--- src/rtl/chip8_pkg.sv ---
// rtl/chip8_pkg.sv - shared constants for the CHIP-8 RAM arbiter
package chip8_pkg;

  localparam int ADDR_W = 12;
  localparam int DATA_W = 8;

  // Interpreter and font area; writes below this are blocked when write protection is built in
  localparam logic [ADDR_W-1:0] WP_LIMIT = 12'h200;

  localparam int REQ_CPU_FETCH = 0;
  localparam int REQ_CPU_DATA  = 1;
  localparam int REQ_DISPLAY   = 2;

endpackage

--- src/rtl/chip8_rr_picker.sv ---
// rtl/chip8_rr_picker.sv - combinational round-robin one-hot picker
module chip8_rr_picker #(
  parameter int N     = 3,
  parameter int PTR_W = 2
) (
  input  logic [N-1:0]     req,
  input  logic [PTR_W-1:0] ptr,
  output logic [N-1:0]     gnt,
  output logic [PTR_W-1:0] idx,
  output logic             valid
);

  int j;

  // Walk the requesters starting at ptr, wrapping once; the first set bit wins.
  always_comb begin
    gnt   = '0;
    idx   = '0;
    valid = 1'b0;
    j     = 0;
    for (int k = 0; k < N; k++) begin
      j = int'(ptr) + k;
      if (j >= N) j = j - N;
      if (!valid && req[j]) begin
        gnt[j] = 1'b1;
        idx    = PTR_W'(j);
        valid  = 1'b1;
      end
    end
  end

endmodule

--- src/rtl/chip8_ram_arbiter.sv ---
// rtl/chip8_ram_arbiter.sv - round-robin arbiter for the shared CHIP-8 RAM port
// Optional write protection of the low 512 bytes: define CHIP8_RAM_WP_EN.
module chip8_ram_arbiter #(
  parameter int NUM_REQ = 3,
  parameter int ADDR_W  = chip8_pkg::ADDR_W,
  parameter int DATA_W  = chip8_pkg::DATA_W
) (
  input  logic                      clk,
  input  logic                      rst_n,
  input  logic [NUM_REQ-1:0]        req,
  input  logic [NUM_REQ-1:0]        req_we,
  input  logic [NUM_REQ*ADDR_W-1:0] req_addr,
  input  logic [NUM_REQ*DATA_W-1:0] req_wdata,
  output logic [NUM_REQ-1:0]        gnt,
  output logic [NUM_REQ-1:0]        rvalid,
  output logic [DATA_W-1:0]         rdata,
  output logic [ADDR_W-1:0]         mem_addr,
  output logic [DATA_W-1:0]         mem_d,
  output logic                      mem_we,
  input  logic [DATA_W-1:0]         mem_q,
  output logic                      wp_err
);

  import chip8_pkg::*;

  localparam int PTR_W = (NUM_REQ > 1) ? $clog2(NUM_REQ) : 1;

  logic [PTR_W-1:0]   rr_ptr;
  logic [PTR_W-1:0]   win;
  logic               any_gnt;
  logic [NUM_REQ-1:0] rd_tag;
  logic               we_win;
  logic [ADDR_W-1:0]  addr_win;
  logic [DATA_W-1:0]  d_win;
  logic               wp_blk;

  chip8_rr_picker #(
    .N     (NUM_REQ),
    .PTR_W (PTR_W)
  ) u_picker (
    .req   (req),
    .ptr   (rr_ptr),
    .gnt   (gnt),
    .idx   (win),
    .valid (any_gnt)
  );

  // Only the winner's lane is ever selected, so idle lanes cannot leak onto the RAM bus.
  always_comb begin
    we_win   = 1'b0;
    addr_win = '0;
    d_win    = '0;
    if (any_gnt) begin
      we_win   = req_we[win];
      addr_win = req_addr[int'(win)*ADDR_W +: ADDR_W];
      d_win    = req_wdata[int'(win)*DATA_W +: DATA_W];
    end
  end

`ifdef CHIP8_RAM_WP_EN
  assign wp_blk = we_win && (addr_win < WP_LIMIT);

  always_ff @(posedge clk or negedge rst_n) begin
    if (!rst_n) wp_err <= 1'b0;
    else        wp_err <= wp_blk;
  end
`else
  assign wp_blk = 1'b0;
  assign wp_err = 1'b0;
`endif

  assign mem_addr = addr_win;
  assign mem_d    = d_win;
  assign mem_we   = we_win && !wp_blk;

  always_ff @(posedge clk or negedge rst_n) begin
    if (!rst_n) begin
      rr_ptr <= '0;
      rd_tag <= '0;
    end else begin
      if (any_gnt) rr_ptr <= (int'(win) == NUM_REQ-1) ? '0 : win + 1'b1;
      rd_tag <= (any_gnt && !we_win) ? gnt : '0;
    end
  end

  // RAM output is already registered, so read data passes straight through.
  assign rvalid = rd_tag;
  assign rdata  = mem_q;

endmodule

--- config.mk ---
export PLATFORM = sky130hd
export DESIGN_NAME = chip8_ram_arbiter
export DESIGN_NICKNAME = d
export VERILOG_FILES = /design/src/rtl/chip8_pkg.sv /design/src/rtl/chip8_rr_picker.sv /design/src/rtl/chip8_ram_arbiter.sv
export SDC_FILE = /design/constraint.sdc
export NUM_CORES = 1
export LEC_CHECK = 0
export ABC_AREA = 1
export CAP_MARGIN = 25
export CORE_ASPECT_RATIO = 0.6
export CORE_UTILIZATION = 30
export DETAILED_ROUTE_END_ITERATION = 7
export PLACE_DENSITY = 0.82
export SYNTH_ARGS = -nofsm -noshare
export SYNTH_HDL_FRONTEND = slang
export SYNTH_HIERARCHICAL = 1
export SYNTH_SLANG_ARGS = --single-unit
--- constraint.sdc ---
create_clock -name clk -period 3.6 [get_ports clk]
set_clock_uncertainty 0.05 [all_clocks]
set_input_delay 0.72 -clock clk [delete_from_list [all_inputs] [get_ports clk]]
set_output_delay 0.72 -clock clk [all_outputs]
set_load 0.01 [all_outputs]
==> impl_metrics.json <==
{
  "clk_path_buf_depth": 2,
  "drc": 0,
  "synth_area_leaders": "nand2_1 (40%), nand3_1 (12%), dfrtp_1 (11%)",
  "wl_per_cell_microns": 11.3,
  "clock_latency_ns": 0.22,
  "diodes": 0,
  "nNetsFinal": 414,
  "grt_pass1_vias": 1477,
  "cp-end-kind": "primary output",
  "synth_cells": 229,
  "syn_area_sq_um": 1130,
  "required_ns": 2.83,
  "initialDrtViolationCount": 38,
  "min_from": "rr_ptr[0]",
  "place_hpwl_microns": 3290,
  "antenna_found_initial": 0,
  "status": "finished clean",
  "synth_area_per_cell_sq_um": 4.93,
  "yosysWarnings": 6,
  "clkSinkCount": 5,
  "setup_viol": 0,
  "port_buffers": 94,
  "max_stage_delay_ns": 0.51,
  "max_clock_freq_ghz": 0.288,
  "die_w_microns": 81.2,
  "groute.layer.met2.usage_pct": 35.4,
  "power_density_nw_per_um2": 1250,
  "reg2reg_to": "rvalid[1]",
  "whs_path_depth": 1,
  "dp_cells": 367,
  "crit_fanout": 6,
  "drtPass1Iterations": 4,
  "dpl_worst_slack_ns": -0.328,
  "slew_viol_final": 0,
  "grt_use_met1_pct": 24.8,
  "htree_levels": 1,
  "place.gp.congestion": 0.903,
  "syn_nets": 309,
  "initial_utilization_pct": 33.0,
  "period_share_pct": 96.5,
  "reg2reg_depth": 16,
  "vdd_drop_max_mv": 0.545,
  "synth_top_area_cell": "nand2_1",
  "grt_use_total_pct": 20.8,
  "rows": 16,
  "chipHeight_microns": 49.5,
  "min_path_type": "reg2reg",
  "startpoint_type": "primary input",
  "drv_cap": 0,
  "drt-total-wl_microns": 4280,
  "layout_setup_ws_ns": 0.125,
  "holdPathEnd": "rr_ptr[0]",
  "ys_seq_area_share_pct": 11.1,
  "cts_tree": "done",
  "vias_per_cell": 4.41,
  "gr-usage-met3_pct": 6.85,
  "grt_busiest_layer": "met2",
  "cp_common_cell": "nand2_1",
  "antenna_left": 0,
  "root_buffer": "clkbuf_8",
  "worstPathArrival_ns": 2.70,
  "ys_types": 22,
  "cp_slowest_cell": "clkdlybuf4s50_1",
  "crit_type": "in2out",
  "hold_viol_final": 0,
  "routed-via-count": 1668,
  "drive_gt1_share_pct": 17.7,
  "fin_cells": 378,
  "grt_max_degree": 15,
  "yosysTopAreaCellShare_pct": 40.2,
  "clk_pin_slew_worst_paths_ns": 0.04,
  "reg2reg_slack_ns": 1.26,
  "io_pins": 112,
  "area_growth_pct": 102,
  "cts_buffers": 3,
  "gr-total-overflow": 0,
  "leakagePower_uw": 0.00126,
  "startpoint": "req[1]",
  "rsz0062_at_grt": "true",
  "finalPower_uw": 2840,
  "core_area_sq_um": 3420,
  "grt_pass1_wl_microns": 6310,
  "r2r-start": "rr_ptr[0]",
  "path_cells": "clkdlybuf4s50_1 -> nand2_1 -> nand3_2 -> nand2_4 -> nand2_1 -> inv_2 -> nand3_2 -> nand2_4 -> buf_4 -> nor2_4 -> buf_6 -> nand2_1 -> nand3_1 -> nand2_1 -> inv_1 -> dlygate4sd2_1",
  "fin_crit_ns": 3.47,
  "die_area_sq_um": 4020,
  "ys_ff_latch": 5
}
-- cells in the final DEF, fill, tap and decap left out, types with 4 or more instances in the layout --
master	netlist	final
buf_4	9	17
buf_6	0	4
clkbuf_2	0	11
clkdlybuf4s15_1	0	6
clkdlybuf4s50_1	0	72
dfrtp_1	5	5
dlygate4sd2_1	0	4
inv_1	29	29
inv_2	8	8
nand2_1	121	119
nand3_1	28	24
nand3_2	1	5
nor2_1	5	4
-- kinds of logic after synthesis --
group,Yosys count,synth area share [%]
compound gates,4,3.77
fa+ha+maj,4,4.43
other cells,1,0.332
flops,5,11.1
buf+inv,54,21.5
simple gates,161,58.9
-- sequential cells by signal, summed over array words and instances, names as in the netlist --
register / flops
rvalid: 3
rr_ptr: 2
-- where the power goes --
group / internal (uW) / total [uW] / leakage, uW / switching (uW)
logic: 1210 / 2640 / 0.00117 / 1430
registers: 78.6 / 94.0 / 0.0000649 / 15.3
clock network: 76.3 / 107 / 0.0000228 / 30.5
total: 1370 / 2840 / 0.00126 / 1470
-- worst max path at each step --
stage | cells past startpoint | endpoint | slack, ns
after floorplan | 16 | mem_addr[10] | 0.76
after global placement | 17 | mem_addr[6] | -0.26
after detailed placement | 16 | mem_d[7] | -0.33
after CTS | 14 | mem_addr[11] | -0.21
after global routing | 16 | mem_d[6] | -0.02
final | 16 | mem_d[3] | 0.13
-- layout make-up --
type | count | area, sq um
repair buffers | 116 | 1080
well taps | 45 | 56.3
clock buffers | 4 | 45.0
inverters | 38 | 143
flip-flops and latches | 5 | 125
fillers | 312 | 1140
multi-input cells | 170 | 833
-- synth_stat cells --
| library cell | count |
|---|---|
| a21o_1 | 1 |
| buf_2 | 5 |
| buf_4 | 9 |
| clkbuf_1 | 2 |
| clkinv_1 | 1 |
| conb_1 | 1 |
| dfrtp_1 | 5 |
| ha_1 | 4 |
| inv_1 | 29 |
| inv_2 | 8 |
| nand2_1 | 121 |
| nand2_2 | 1 |
| nand2_4 | 1 |
| nand3_1 | 28 |
| nand3_2 | 1 |
| nor2_1 | 5 |
| nor2_2 | 2 |
| nor3_1 | 1 |
| o21ai_0 | 1 |
| o21ai_2 | 1 |
| o31ai_4 | 1 |
| or2_1 | 1 |
-- critical path, delay by kind of cell --
| family | cells | cell delay (ns) |
|---|---|---|
| buffers and inverters | 6 | 1.15 |
| and+or+nand+nor | 10 | 0.85 |
-- per-stage QoR --
stage	util (%)	TNS, ns	area [sq um]	hold slack [ns]
global placement	62.8	-4.34	2150	0.480
finish	66.6	0	2280	0.527
global route	66.6	-0.0155	2280	0.553
detailed placement	62.8	-6.08	2150	0.488
floorplan	-	0	1130	0.374
CTS	65.1	-0.209	2230	0.501
-- layer usage --
| layer | wire, microns | up-vias |
|---|---|---|
| met3 | 388 | 4 |
| met5 | 0 | - |
| met2 | 1930 | 64 |
| li1 | - | 886 |
| met1 | 1920 | 714 |
| met4 | 36 | 0 |
-- what timing repair did --
action / 4_1_cts / 5_1_grt
pin swaps: 2 / 3
buffers inserted: 0 / 5
gates resized for setup: 33 / 38
setup endpoints to repair: 21 / 21
gates cloned: 2 / 0
hold buffers: 0 / 0
Note: power is estimated with default switching activity, not from simulation.
